[src/rtl/bnn_load_sequencer.sv]
// Sequencer for the 8-8-4 BNN: clears the core, streams weight bytes as nibble pairs,
// and runs single inferences with a fixed settle time. Loads and inferences are mutually exclusive.
module bnn_load_sequencer #(
    parameter int unsigned NUM_NEURONS   = 12,
    parameter int unsigned SETTLE_CYCLES = 1
) (
    input  logic       clk,
    input  logic       reset,
    input  logic       start,
    input  logic       in_valid,
    input  logic [7:0] in_data,
    output logic       in_ready,
    input  logic       infer_req,
    input  logic [7:0] x_in,
    output logic       bnn_clr,
    output logic       load_en,
    output logic [3:0] load_nibble,
    output logic [7:0] bnn_x,
    input  logic [3:0] bnn_y,
    output logic [3:0] y_out,
    output logic       y_valid,
    output logic       busy,
    output logic       loaded,
    output logic [3:0] neuron_idx,
    output logic       err
);

    typedef enum logic [2:0] {
        S_IDLE,
        S_CLEAR,
        S_WAIT_BYTE,
        S_LO,
        S_HI,
        S_SETTLE,
        S_CAPTURE
    } state_t;

    localparam logic [3:0]  LAST_IDX    = 4'(NUM_NEURONS - 1);
    localparam logic [15:0] SETTLE_INIT = 16'(SETTLE_CYCLES - 1);

    state_t      state_q, state_d;
    logic [7:0]  buf_q, buf_d;
    logic [3:0]  idx_q, idx_d;
    logic        loaded_q, loaded_d;
    logic        err_q, err_d;
    logic [7:0]  x_q, x_d;
    logic [3:0]  y_q, y_d;
    logic [15:0] cnt_q, cnt_d;

    always_ff @(posedge clk or posedge reset) begin
        if (reset) begin
            state_q  <= S_IDLE;
            buf_q    <= '0;
            idx_q    <= '0;
            loaded_q <= 1'b0;
            err_q    <= 1'b0;
            x_q      <= '0;
            y_q      <= '0;
            cnt_q    <= '0;
        end else begin
            state_q  <= state_d;
            buf_q    <= buf_d;
            idx_q    <= idx_d;
            loaded_q <= loaded_d;
            err_q    <= err_d;
            x_q      <= x_d;
            y_q      <= y_d;
            cnt_q    <= cnt_d;
        end
    end

    always_comb begin
        state_d  = state_q;
        buf_d    = buf_q;
        idx_d    = idx_q;
        loaded_d = loaded_q;
        err_d    = err_q;
        x_d      = x_q;
        y_d      = y_q;
        cnt_d    = cnt_q;

        if ((state_q != S_IDLE) && (start || infer_req)) begin
            err_d = 1'b1;
        end

        case (state_q)
            S_IDLE: begin
                if (start) begin
                    state_d = S_CLEAR;
                end else if (infer_req) begin
                    x_d     = x_in;
                    cnt_d   = SETTLE_INIT;
                    state_d = S_SETTLE;
                end
            end
            S_CLEAR: begin
                idx_d    = '0;
                loaded_d = 1'b0;
                state_d  = S_WAIT_BYTE;
            end
            S_WAIT_BYTE: begin
                if (in_valid) begin
                    buf_d   = in_data;
                    state_d = S_LO;
                end
            end
            S_LO: begin
                state_d = S_HI;
            end
            S_HI: begin
                if (idx_q == LAST_IDX) begin
                    loaded_d = 1'b1;
                    idx_d    = '0;
                    state_d  = S_IDLE;
                end else begin
                    idx_d   = idx_q + 4'd1;
                    state_d = S_WAIT_BYTE;
                end
            end
            S_SETTLE: begin
                // Sample on the edge entering CAPTURE so y_out is already valid while y_valid is high.
                if (cnt_q == '0) begin
                    y_d     = bnn_y;
                    state_d = S_CAPTURE;
                end else begin
                    cnt_d = cnt_q - 16'd1;
                end
            end
            S_CAPTURE: begin
                state_d = S_IDLE;
            end
            default: begin
                state_d = S_IDLE;
            end
        endcase
    end

    always_comb begin
        load_nibble = '0;
        if (state_q == S_LO) begin
            load_nibble = buf_q[3:0];
        end else if (state_q == S_HI) begin
            load_nibble = buf_q[7:4];
        end
    end

    assign bnn_clr    = (state_q == S_CLEAR);
    assign load_en    = (state_q == S_LO) || (state_q == S_HI);
    assign in_ready   = (state_q == S_WAIT_BYTE);
    assign y_valid    = (state_q == S_CAPTURE);
    assign busy       = (state_q != S_IDLE);
    assign bnn_x      = x_q;
    assign y_out      = y_q;
    assign loaded     = loaded_q;
    assign neuron_idx = idx_q;
    assign err        = err_q;

endmodule

[config.mk]
export PLATFORM = sky130hd
export DESIGN_NAME = bnn_load_sequencer
export DESIGN_NICKNAME = d
export VERILOG_FILES = /design/src/rtl/bnn_load_sequencer.sv
export SDC_FILE = /design/constraint.sdc
export NUM_CORES = 1
export LEC_CHECK = 0
export BUFFER_PORTS_ARGS = -buffer_cell sky130_fd_sc_hd__buf_2
export CAP_MARGIN = 20
export CORE_UTILIZATION = 34
export DETAILED_ROUTE_END_ITERATION = 8
export PLACE_DENSITY_LB_ADDON = 0.25
export SLEW_MARGIN = 20
export SYNTH_ARGS = -nofsm -noshare
export SYNTH_HDL_FRONTEND = slang
export SYNTH_SLANG_ARGS = --single-unit
export TNS_END_PERCENT = 20
[constraint.sdc]
create_clock -name clk -period 3.05 [get_ports clk]
set_input_delay 0.1525 -clock clk [delete_from_list [all_inputs] [get_ports clk]]
set_output_delay 0.1525 -clock clk [all_outputs]
set_load 0.03 [all_outputs]
==> metrics.md <==
| Metric | Value |
|---|---|
| Status | complete, no violations |
| Critical Path End Type | flip-flop |
| Worst min path class | primary input to flip-flop |
| Reg area | 0.00113 mm² |
| Post-route DRC | 0 |
| Switching power | approximately 0.22 mW |
| Avg Cell Area, Syn | a little under 10 µm² |
| CP max stage cell | or4_4 |
| Initial Util | 0.358 |
| Worst Setup EP | y_out[2] |
| Commonest non-fill, non-tap cells in the layout | buf_2 (51), dfrtp_1 (45), nand2_1 (38), a21oi_1 (15), or4_1 (10) |
| R2R cell count | 6 |
| Post-DP HPWL | 3.53 mm |
| Syn Std Cell Area | roughly 0.0023 mm² |
| Distinct cells, synth | between 40 and 50 |
| Setup TNS | 0 ps |
| Post-CTS setup repair buffer count | 0 |
| Min cycle time layout | roughly 2300 ps |
| Maximum vdd drop | between 0.3 and 0.4 mV |
| RD Place Congestion | 0.745 |
| Starting DRT DRC Count | roughly 110 |
| Crit. Startpoint | cnt_q[0] |
| Initial antenna violation count | 0 |
| Largest net degree at the start of global routing | 27 |
| Die height | 84.4 µm |
| Finished Layout Cells | 362 |
| Combinational share of power | 0.028 |
| Delay-heaviest family, CP | simple AND/OR/NAND/NOR gates |
| Fmax | around 440 MHz |
| Die Width | about 84 µm |
| Pre-CTS WS | 789 ps |
| Clk root buf | clkbuf_8 |
| DR WL/cell | ~14 µm |
| Multi-input combinational cell area | 0.00110 mm² |
| Count of endpoints failing setup in the final report | 0 |
| Most common cell after layout, fill and taps aside | buf_2 |
| Final net count | roughly 310 |
| Sequential area share after synthesis | 0.488 |
| Final Max Slew Viols | 0 |
| Row Count | 29 |
| Antenna Nets Post-Route | 0 |
| R2r endpoint | y_out[2] |
| Reg2Reg Setup Slack | 780 ps |
| CORE AREA | between 0.006 and 0.007 mm² |
| Clock power frac | 0.411 |
| Sequential fraction of design power | 0.561 |
| Dpl cells | around 350 |
| Ant. Diodes | 0 |
| Pwr Density | approximately 390 mW/mm² |
| Via density | 5.34 |
| First-pass GRT wire length | ~8.5 mm |
| Critical setup path kind | flip-flop to flip-flop |
| Vias in the first global route | roughly 1800 |
| Period utilization | 0.744 |
| Initial DRT Pass Iterations | 4 |
| Post-Route WL | 5.04 mm |
| Layout cells sized above 1 | 0.295 |
| Global route total overflow | 0 |
| Port bufs | 51 |
| Crit path DAT | 2460 ps |
| Net Count, Synth | 262 |
| Io pins | 52 |
| Crit-path max FO | 7 |
| Synth Register Bits | 45 |
| Worst Path Buf+Inv | 1 |
| Post-Route Skew | about 6.1 ps |
| Fin. Hold Viols | 0 |
| Synth Instances | ~240 |
| CTS tree | built |
| Pin slew with the least headroom to its limit | about 730 ps |
| Clock-pin slew on the worst setup and hold paths | 80 ps |
| Fill cells | around 630 |
| Ys Warns | 0 |
| Max-Cap Viols | 0 |
| CTS Sinks | 45 |
| Start of the worst register-to-register path | cnt_q[0] |
| Synth-to-Final Area Change | 19.2% |
| All-layer global routing usage | 0.152 |
| CTS Buf Count | 5 |
| Leak Pwr | 1.30 nW |
| Slowest stage delay, CP | between 600 and 700 ps |
| DIE AREA | just over 0.007 mm² |
| Cell-internal power | about 0.85 mW |
| Cells along the critical path | inv_1 > ha_1 > or3b_1 > or4_4 > nor2_8 > mux2_4 |
| Sw Share | 0.202 |
| Critical Path RT | 3240 ps |
| H-tree levels | 2 |
| RSZ-0062 raised after global routing | no |
| CP Depth | 6 |
| Worst Setup Start Kind | flip-flop |
| Clock tree buffer depth | 2 |
| Relative slew slack | 0.509 |
| Final Worst Setup Slack | 781 ps |
| Via count | 1933 |
| Worst-skew pair later-pin latency | about 300 ps |
[flip-flops by register name, indices dropped and copies added (netlist names)]
name        flops
state_q         3
err             1
buf_q           8
bnn_x           8
neuron_idx      4
cnt_q          16
y_out           4
loaded          1
[synthesized netlist by cell type, drive strengths merged]
| cell | number | share of area |
|---|---|---|
| o21bai | 2 | 0.0065 |
| inv | 6 | 0.0098 |
| or4 | 12 | 0.042 |
| nor4b | 1 | 0.0038 |
| or3 | 9 | 0.024 |
| xnor2 | 1 | 0.0038 |
| nor2 | 9 | 0.022 |
| o2bb2ai | 2 | 0.0076 |
| nor4 | 3 | 0.0081 |
| and3b | 1 | 0.0038 |
| nand4 | 2 | 0.0054 |
| dfrtp | 45 | 0.49 |
| o41ai | 1 | 0.0038 |
| clkbuf | 11 | 0.018 |
| a22o | 1 | 0.0038 |
| or4b | 1 | 0.0043 |
| nor3 | 8 | 0.017 |
| ha | 2 | 0.011 |
| nand4bb | 1 | 0.0049 |
| o31ai | 6 | 0.020 |
| o22ai | 2 | 0.0054 |
| o211ai | 2 | 0.0065 |
| a31oi | 1 | 0.0027 |
| and3 | 3 | 0.0081 |
| a32o | 4 | 0.017 |
| mux2i | 2 | 0.0087 |
| a21oi | 15 | 0.033 |
| nand3 | 1 | 0.0022 |
| buf | 3 | 0.0076 |
| or2 | 4 | 0.011 |
| nand2b | 5 | 0.014 |
| nand3b | 1 | 0.0033 |
| o21ai | 9 | 0.020 |
| or3b | 1 | 0.0038 |
| a21o | 1 | 0.0033 |
| nand2 | 38 | 0.062 |
| mux2 | 12 | 0.065 |
| a22oi | 4 | 0.013 |
| and2 | 3 | 0.0081 |
[tightest hold or removal path: cells and delay by family]
| family | cells | cell delay [ps] |
|---|---|---|
| buffers and inverters | 1 | 70 |
| AND/OR/NAND/NOR | 2 | 80 |
[kinds of logic after synthesis]
group | share of synthesized area
AND/OR/NAND/NOR | 0.248
adder cells (fa/ha/maj) | 0.0108
XOR/XNOR | 0.00379
AO/OA/AOI/OAI | 0.141
flip-flops | 0.488
multiplexers | 0.0737
buffers and inverters | 0.0352
[layer usage]
| metal | track usage | wire, µm |
|---|---|---|
| met5 | 0 | 0 |
| met4 | 0.0678 | 96 |
| met3 | 0.0344 | 205 |
| met2 | 0.243 | 2330 |
| met1 | 0.197 | 2410 |
[worst min path at each step]
| stage | depth (start not counted) | start | to | slack [ps] |
|---|---|---|---|---|
| after floorplan | 2 | x_in[0] | bnn_x[0] | 260 |
| final | 3 | x_in[3] | bnn_x[3] | 40 |
| after global placement | 2 | reset | buf_q[4] | 220 |
| after CTS | 3 | x_in[6] | bnn_x[6] | 30 |
| after global routing | 3 | x_in[7] | bnn_x[7] | 30 |
| after detailed placement | 2 | reset | buf_q[4] | 220 |
[through the flow]
step                      total power, mW  instance area (µm²)  hold WS, ps  utilization
after floorplan                     0.618                 2310          258            -
after global placement              0.638                 2640          215        0.409
after detailed placement            0.638                 2640          221        0.409
after CTS                            1.08                 2750         29.1        0.426
after global routing                 1.10                 2750         33.9        0.426
final                                1.06                 2750         37.8        0.426
[repair_timing]
| item | CTS | global route |
|---|---|---|
| resized for setup | 0 | 0 |
| hold endpoints to repair | 19 | 0 |
| endpoints found under the setup margin | 0 | 0 |
| hold buffers | 1 | 0 |
[layout make-up]
class                   count  area share
clock buffers               5      0.0250
clock inverters             2      0.0127
inverters                   6     0.00818
multi-input cells         170       0.400
flip-flops and latches     45       0.409
well taps                  77      0.0350
repair buffers             57       0.110
[power groups by stage]
| stage | sequential, mW | combinational, mW | clock, mW |
|---|---|---|---|
| after floorplan | 0.608 | 0.00992 | 0 |
| final | 0.596 | 0.0294 | 0.437 |
| after CTS | 0.596 | 0.0310 | 0.452 |
| after detailed placement | 0.608 | 0.0299 | 0 |
| after global placement | 0.608 | 0.0299 | 0 |
| after global routing | 0.596 | 0.0342 | 0.471 |
Note: power is estimated with default switching activity, not from simulation.
